### src/rtl/mem_lsu_pkg.sv
// Shared constants for the MEM-stage load/store unit: widths, funct3 codes,
// FSM encodings and the access legality rule.
package mem_lsu_pkg;

  localparam int          XLEN           = 32;
  localparam int          XREG_ADDRWIDTH = 5;
  localparam logic        RST_ENABLE     = 1'b1;
  localparam logic [31:0] ZERO_32BIT     = 32'h0000_0000;
  localparam logic        FALSE          = 1'b0;
  localparam logic        TRUE           = 1'b1;

  localparam logic [2:0] LSU_B  = 3'b000;
  localparam logic [2:0] LSU_H  = 3'b001;
  localparam logic [2:0] LSU_W  = 3'b010;
  localparam logic [2:0] LSU_BU = 3'b100;
  localparam logic [2:0] LSU_HU = 3'b101;

  typedef enum logic [1:0] {
    LSU_IDLE = 2'b00,
    LSU_WAIT = 2'b01,
    LSU_DONE = 2'b10
  } lsu_state_e;

  // Unsigned widths exist only for loads; H needs an even address, W a word-aligned one.
  function automatic logic lsu_access_ok(input logic [2:0] f3, input logic [1:0] a,
                                         input logic is_store);
    logic ok;
    ok = FALSE;
    case (f3)
      LSU_B:  ok = TRUE;
      LSU_H:  ok = !a[0];
      LSU_W:  ok = (a == 2'b00);
      LSU_BU: ok = !is_store;
      LSU_HU: ok = !is_store && !a[0];
      default: ok = FALSE;
    endcase
    return ok;
  endfunction

endpackage

### src/rtl/mem_lsu_load_ext.sv
// Selects the addressed byte/halfword of a loaded word and sign- or
// zero-extends it according to funct3.
module mem_load_ext
  import mem_lsu_pkg::*;
#(
  parameter int XLEN = 32
) (
  input  logic [XLEN-1:0] word_i,
  input  logic [1:0]      addr_i,
  input  logic [2:0]      funct3_i,
  output logic [XLEN-1:0] data_o
);

  logic [7:0]  byte_v;
  logic [15:0] half_v;

  always_comb begin
    case (addr_i)
      2'b00:   byte_v = word_i[7:0];
      2'b01:   byte_v = word_i[15:8];
      2'b10:   byte_v = word_i[23:16];
      default: byte_v = word_i[31:24];
    endcase
    half_v = addr_i[1] ? word_i[31:16] : word_i[15:0];

    case (funct3_i)
      LSU_B:   data_o = {{(XLEN-8){byte_v[7]}}, byte_v};
      LSU_H:   data_o = {{(XLEN-16){half_v[15]}}, half_v};
      LSU_BU:  data_o = {{(XLEN-8){1'b0}}, byte_v};
      LSU_HU:  data_o = {{(XLEN-16){1'b0}}, half_v};
      default: data_o = word_i;
    endcase
  end

endmodule

### src/rtl/mem_lsu.sv
// MEM-stage load/store unit: runs a req/ack access to data memory, stalls the
// pipeline while it is outstanding and hands the rd value to mem_wb.
module mem_lsu
  import mem_lsu_pkg::*;
#(
  parameter int XLEN           = 32,
  parameter int XREG_ADDRWIDTH = 5
) (
  input  logic                      clk,
  input  logic                      rst,
  input  logic                      valid_in,
  input  logic [XLEN-1:0]           alu_result_in,
  input  logic [XLEN-1:0]           store_data_in,
  input  logic                      mem_rd_in,
  input  logic                      mem_wr_in,
  input  logic [2:0]                funct3_in,
  input  logic                      rd_en_in,
  input  logic [XREG_ADDRWIDTH-1:0] rd_addr_in,
  output logic                      dmem_req,
  output logic                      dmem_we,
  output logic [XLEN-1:0]           dmem_addr,
  output logic [XLEN-1:0]           dmem_wdata,
  output logic [3:0]                dmem_be,
  input  logic                      dmem_ack,
  input  logic [XLEN-1:0]           dmem_rdata,
  output logic [XLEN-1:0]           rd_out,
  output logic                      rd_en_out,
  output logic [XREG_ADDRWIDTH-1:0] rd_addr_out,
  output logic                      stall_req_out,
  output logic                      misalign_exc_out,
  output lsu_state_e                state_dbg_o
);

  // Handshake: dmem_req rises in IDLE and stays high with stable addr/we/wdata/be
  // until the cycle in which dmem_ack pulses; ack is only looked at in WAIT.

  lsu_state_e      state_q, state_d;
  logic [XLEN-1:0] rdata_q, rdata_d;
  logic [XLEN-1:0] load_val;
  logic            is_mem_op;
  logic            access_ok;

  assign is_mem_op = valid_in && (mem_rd_in || mem_wr_in);
  assign access_ok = lsu_access_ok(funct3_in, alu_result_in[1:0], mem_wr_in);

  mem_load_ext #(.XLEN(XLEN)) u_load_ext (
    .word_i   (rdata_q),
    .addr_i   (alu_result_in[1:0]),
    .funct3_i (funct3_in),
    .data_o   (load_val)
  );

  always_ff @(posedge clk or posedge rst) begin
    if (rst) begin
      state_q <= LSU_IDLE;
      rdata_q <= '0;
    end else begin
      state_q <= state_d;
      rdata_q <= rdata_d;
    end
  end

  always_comb begin
    state_d          = state_q;
    rdata_d          = rdata_q;
    dmem_req         = 1'b0;
    stall_req_out    = 1'b0;
    misalign_exc_out = 1'b0;
    rd_out           = alu_result_in;
    rd_en_out        = 1'b0;
    rd_addr_out      = rd_addr_in;

    case (state_q)
      LSU_IDLE: begin
        if (valid_in && !is_mem_op) begin
          rd_en_out = rd_en_in;
        end else if (is_mem_op && !access_ok) begin
          misalign_exc_out = 1'b1;
        end else if (is_mem_op) begin
          dmem_req      = 1'b1;
          stall_req_out = 1'b1;
          state_d       = LSU_WAIT;
        end
      end
      LSU_WAIT: begin
        dmem_req      = 1'b1;
        stall_req_out = 1'b1;
        if (dmem_ack) begin
          rdata_d = dmem_rdata;
          state_d = LSU_DONE;
        end
      end
      LSU_DONE: begin
        state_d = LSU_IDLE;
        if (mem_rd_in) begin
          rd_out    = load_val;
          rd_en_out = rd_en_in;
        end
      end
      default: state_d = LSU_IDLE;
    endcase

    // The pass-through path is combinational, so reset has to mask it too.
    if (rst) begin
      dmem_req         = 1'b0;
      stall_req_out    = 1'b0;
      misalign_exc_out = 1'b0;
      rd_out           = '0;
      rd_en_out        = 1'b0;
      rd_addr_out      = '0;
    end
  end

  assign state_dbg_o = state_q;
  assign dmem_we     = dmem_req && mem_wr_in;
  assign dmem_addr   = {alu_result_in[XLEN-1:2], 2'b00};

  always_comb begin
    dmem_wdata = store_data_in;
    dmem_be    = 4'b1111;
    if (mem_wr_in) begin
      case (funct3_in)
        LSU_B: begin
          dmem_wdata = {4{store_data_in[7:0]}};
          dmem_be    = 4'b0001 << alu_result_in[1:0];
        end
        LSU_H: begin
          dmem_wdata = {2{store_data_in[15:0]}};
          dmem_be    = alu_result_in[1] ? 4'b1100 : 4'b0011;
        end
        default: begin
          dmem_wdata = store_data_in;
          dmem_be    = 4'b1111;
        end
      endcase
    end
  end

endmodule

### config.mk
export PLATFORM = sky130hd
export DESIGN_NAME = mem_lsu
export DESIGN_NICKNAME = d
export VERILOG_FILES = /design/src/rtl/mem_lsu_pkg.sv /design/src/rtl/mem_lsu_load_ext.sv /design/src/rtl/mem_lsu.sv
export SDC_FILE = /design/constraint.sdc
export NUM_CORES = 1
export LEC_CHECK = 0
export ABC_CLOCK_PERIOD_IN_PS = 1600
export BUFFER_PORTS_ARGS = -buffer_cell sky130_fd_sc_hd__buf_2
export CAP_MARGIN = 20
export CORE_UTILIZATION = 39
export CTS_CLUSTER_DIAMETER = 120
export DETAILED_ROUTE_END_ITERATION = 16
export GPL_ROUTABILITY_DRIVEN = 1
export PLACE_DENSITY = 0.8
export RECOVER_POWER = 50
export SYNTH_ARGS = -nofsm -noshare
export SYNTH_HDL_FRONTEND = slang
export SYNTH_HIERARCHICAL = 1
export SYNTH_SLANG_ARGS = --single-unit
### constraint.sdc
create_clock -name clk -period 1.6 [get_ports clk]
set_input_delay 0.08 -clock clk [delete_from_list [all_inputs] [get_ports clk]]
set_output_delay 0.08 -clock clk [all_outputs]
set_load 0.01 [all_outputs]
---- After elaboration in Yosys (flattened, before gate mapping) ----
Cells that the tools add are included.
storage, ports and cells
  bits of input ports ..................... 111
  bits in registers ....................... 34
  output and inout port bits .............. 112
cells by class
  shift-type cells ........................ 1
  multiplexer cells ....................... 31
  equality and inequality tests ........... 12
  reduce and logical (&&, ||, !) cells .... 15
operators by type and width
  cell                                                                    count
  32-bit two-way mux                                                      4
  32-bit one-hot mux with 4 select lines                                  1
  32-bit one-hot mux with 2 select lines                                  1
  8-bit one-hot mux with 3 select lines                                   1
  16-bit two-way mux                                                      1
  1-bit two-way mux                                                       11
  2-bit two-way mux                                                       4
  4-bit two-way mux                                                       2
  2-bit inequality test (second input constant)                           4
  4-bit one-hot mux with 2 select lines                                   1
  3-bit equality test (second input constant)                             2
  1-bit logical AND                                                       5
  5-bit two-way mux                                                       1
  1-bit one-hot mux with 5 select lines                                   1
  2-bit by 1-bit equality test with 1-bit output (second input constant)  2
  2-bit equality test (second input constant)                             2
  1-bit logical NOT                                                       4
  2-bit logical NOT                                                       2
  1-bit one-hot mux with 2 select lines                                   2
  2-bit one-hot mux with 2 select lines                                   1
  4-bit AND reduction                                                     1
  1-bit by 2-bit << shifter with 4-bit output (first input constant)      1
  3-bit by 1-bit equality test with 1-bit output (second input constant)  1
  3-bit by 2-bit equality test with 1-bit output (second input constant)  1
  3 further kinds                                                         3

---- Logic depth before layout (Yosys ltp) ----
  word-level depth ........................ 10
  depth in mapped cells ................... 8

---- Cells and area by module ----
Netlist, hierarchy kept.
modules (own cells, without submodules)
  module        area an instance (µm²)  sequential area each (µm²)  cells an instance  instances
  mem_lsu       2646.3                  850.8                       297                1
  mem_load_ext  723.2                   0.0                         131                1

---- Least setup slack after synthesis ----
No wires, ideal clock.
  path type ............................... reg-to-output
  from .................................... register rdata_q[15]
  to ...................................... output port rd_out[23]
  cell stages (with the launch flop) ...... 9
  required time ........................... 1.520 ns
  slack ................................... -0.155 ns
  arrival ................................. 1.675 ns
  path through ............................ dfrtp_1 > a211oi_1 > or3_1 > or3_1 > buf_2 > buf_6 > o21ai_0 > nand2_1 > a21oi_1
on the way
  longest elaborated chain between the ends .. 5
  elaborated cells between the ends (all ways) .. 6
  classes of those cells .................. mux (6)
ends and longest elaborated chain
  element                                                                             RTL line                                        text
  start, declared                                                                     mem_lsu.sv:38                                   logic [XLEN-1:0] rdata_q, rdata_d;
  start signal, assigned                                                              mem_lsu.sv:59                                   rdata_q <= rdata_d;
  8-bit one-hot mux with 3 select lines / 16-bit two-way mux (equally long branches)  mem_lsu_load_ext.sv:18, mem_lsu_load_ext.sv:24
  32-bit one-hot mux with 4 select lines (*)                                          mem_lsu_load_ext.sv:26                          case (funct3_i)
  via load_val[23]                                                                    mem_lsu.sv:39                                   logic [XLEN-1:0] load_val;
  32-bit two-way mux (*)                                                              mem_lsu.sv:95                                   if (mem_rd_in) begin
  32-bit two-way mux (*)                                                              mem_lsu.sv:73                                   case (state_q)
  32-bit two-way mux (*)                                                              mem_lsu.sv:104                                  if (rst) begin
  end, declared                                                                       mem_lsu.sv:26                                   output logic [XLEN-1:0] rd_out,
Mark *: on every way through the listed nets, which the timed path passes. The rest lies on a longest branch.

---- Final worst setup path ----
  from .................................... register rdata_q[15]
  to ...................................... output port rd_out[11]
on the way
  longest elaborated chain between the ends .. 5
ends and longest elaborated chain
  element                                 RTL line                text
  8-bit one-hot mux with 3 select lines   mem_lsu_load_ext.sv:18  case (addr_i)
  32-bit one-hot mux with 4 select lines  mem_lsu_load_ext.sv:26
  via load_val[11]                        mem_lsu.sv:39
  32-bit two-way mux                      mem_lsu.sv:95
  32-bit two-way mux                      mem_lsu.sv:73
  32-bit two-way mux                      mem_lsu.sv:104
The timed path passes the listed nets, and every way through them passes these cells.

==> results.md <==
- Outcome: complete, but fails checks
- Failing checks: setup timing
- IO buf count: 220
- Slack of the worst reg-to-reg path: ~0.080 ns
- Detail Route Antenna Nets: 0
- Total GRT Usage: about a quarter
- Worst hold slack: 0.01269 ns
- Area grow syn2layout: 38.17%
- Clk Latency, worst-skew pair: 0.29 ns
- Final Util: between 50% and 60%
- Total Die Area: 9016 um2
- Power consumption: 0.004092 W
- Drt total wl: 12,410 um
- Clock transition at path regs: ~0.070 ns
- RSZ-0062 raised after global routing: yes
- DRC: 0
- Vias in the first global route: 3,515
- TritonCTS Sinks: 34
- Worst hold start: dmem_rdata[17]
- Post-synthesis sequential area ratio: 25.25%
- Post-layout worst setup margin: -0.4967 ns
- Post-synth top area cell: dfrtp_1
- Worst EP arrival: 2.02 ns
- Endpoints failing setup: 28
- Initial antenna violation count: 0
- Die width: 94.95 um
- Syn Area/Cell: just under 8 um2
- Prevailing post-synth register cell: dfrtp_1
- Synthesized flop and latch total: 34
- Worst Skew: 0.01029 ns
- Final slew viol count: 0
- DRT Pass-1 Iters: 5
- Critical path, cell by cell: a211oi_1 -> or3_4 -> nor3_4 -> a221o_1 -> nand2_1 -> a21oi_1 -> buf_2
- Netlist Area Pre-Place: roughly 3400 um2
- CP Class: register to primary output
- PD cells: 878.8 nW/um2
- Unique cell type count in the Yosys netlist: 40
- Tmin final: 2.097 ns
- Reg-to-reg startpoint: state_dbg_o[1]
- Max Buffers Root-to-Sink: 2
- Antenna cells: 0
- Reg2reg end: rdata_q[16]
- Synth warn: 6
- Crit path max fanout: 7
- Final Wtd Congestion: ~0.9
- H-tree depth: 2
- DR iter-0 viols: 179
- Slowest CP cell: or3_4
- Hold Crit Depth: 2
- # fillers: roughly 780
- Max-capacitance violation count: 0
- Die span in y: 94.95 um
- Root Buffer Master: clkbuf_8
- Hold Path End: rdata_q[17]
- Grt ovf: 0
- Core box area: 8299 um2
- Startpoint types: register
- Largest net degree at the start of global routing: 38
- CTS tree: yes
- Dpl hpwl: about 9800 um
- Slowest stage delay, CP: 0.38 ns
- Synth Instances: about 430
- Via density: 5.396
- Final setup TNS: -11.06 ns
- CTS buffer count: 5
- Initial Util: a little over 40%
- Leakage Power: 2.400 nW
- VDD IR max: roughly 470 uV
- Share of layout cells above drive strength 1: 52.34%
- Final net count: between 700 and 800
- Hold Buf Count CTS: 0
- Per-cell routed wire length: 17.15 um
- Post-synth EDFFs: 0
- Worst reg-to-reg path cell count: 2
- Fin crit share: 131.0%
- Ranking of synthesized cells by area: dfrtp_1 (25%), mux2_2 (11%), nand2_1 (11%)
- Hold crit path type: input pin to register
- Top-count cell post-synth: nand2_1
- I/O Pins: 223
- Share of the synthesized area in the top cell type: 25.25%
- Commonest cells in the netlist: nand2_1 (99), buf_4 (46), a21oi_1 (41)
- Vias post-DR: 3,907
- Critical path required time: 1.52 ns
- Fmax: 476.9 MHz
- Final count of hold timing violations: 0
- Ys async rst share: 100.0%
- Setup crit end kind: primary output
- Row count: 33
- First-pass GRT wire length: 17,570 um
layout make-up:
class | instances | area [um2] | area share [%]
Multi-Input combinational cell | 317 | 2167 | 46.55
Sequential cell | 34 | 853.3 | 18.33
Clock buffer | 6 | 82.58 | 1.774
Tap cell | 105 | 131.4 | 2.822
Timing Repair Buffer | 255 | 1395 | 29.97
Inverter | 7 | 26.28 | 0.5644
worst max-delay path: cells and delay by family, from the launching register on:
| family | cells | cell delay, ns |
|---|---|---|
| buffers and inverters | 1 | 0.15 |
| and+or+nand+nor | 3 | 0.77 |
| DFF | 1 | 0.35 |
| AOI/OAI and AO/OA | 3 | 0.45 |
power breakdown:
part | internal, W | switching [W] | total, W
registers | 0.00121 | 0.000318 | 0.00153
clock network | 0.000331 | 0.000293 | 0.000625
logic | 0.000987 | 0.000949 | 0.00194
cell usage in the layout, fill, tap and decap left out, drive strengths merged, types with 2 or more instances in the layout:
| cell type | count |
|---|---|
| nor3b | 2 |
| conb | 2 |
| o21bai | 2 |
| a22oi | 7 |
| mux2i | 9 |
| a21oi | 41 |
| nor2 | 12 |
| mux2 | 49 |
| a221o | 8 |
| nand2 | 99 |
| or3 | 5 |
| nor2b | 26 |
| inv | 7 |
| nand3b | 2 |
| nand2b | 6 |
| o21ai | 32 |
| clkbuf | 26 |
| dfrtp | 34 |
| buf | 235 |
| nand3 | 2 |
stage by stage:
stage | setup slack [ns] | cells | instance area (um2)
2_1_floorplan | -0.1217 | 429 | 3437
3_3_place_gp | -0.2220 | 708 | 4409
3_5_place_dp | -0.3157 | 708 | 4409
4_1_cts | -0.4780 | 720 | 4599
5_1_grt | -0.5675 | 724 | 4656
6_report | -0.4967 | 724 | 4656
state kept, by name (all words and copies together), names as in the netlist:
register / count
rdata_q: 32
state_dbg_o: 2
how the worst max path moves through the flow:
stage / depth (start not counted) / startpoint / endpoint
after floorplan: 8 / rdata_q[15] / rd_out[23]
after global placement: 7 / rdata_q[7] / rd_out[17]
after detailed placement: 7 / rdata_q[7] / rd_out[30]
after CTS: 9 / rdata_q[15] / rd_out[16]
after global routing: 9 / rdata_q[15] / rd_out[16]
final: 7 / rdata_q[15] / rd_out[11]
cell families (layout without fill, tap and decap cells):
group           after synthesis  in the layout  share of synthesized area (%)
compound gates               97             97                          16.93
buf+inv                      80            268                          15.82
flops                        34             34                          25.25
mux                          58             58                          19.94
other cells                   1              2                         0.1113
simple gates                158            160                          21.95
per-layer routing:
layer  part of all wire [%]  vias up  track usage, %
li1                       -     1805               -
met1                     37     1837           30.38
met2                     51      224           45.38
met3                    8.5       41           4.428
met4                    3.6        0           11.49
met5                      0        -               0
repair_timing:
item | in CTS | in global routing
pin swaps | 2 | 1
hold endpoints to repair | 0 | 0
setup endpoints to repair | 33 | 45
gates cloned | 2 | 0
setup buffers | 5 | 4
resized for setup | 24 | 16
(Power assumes the default switching activity.)
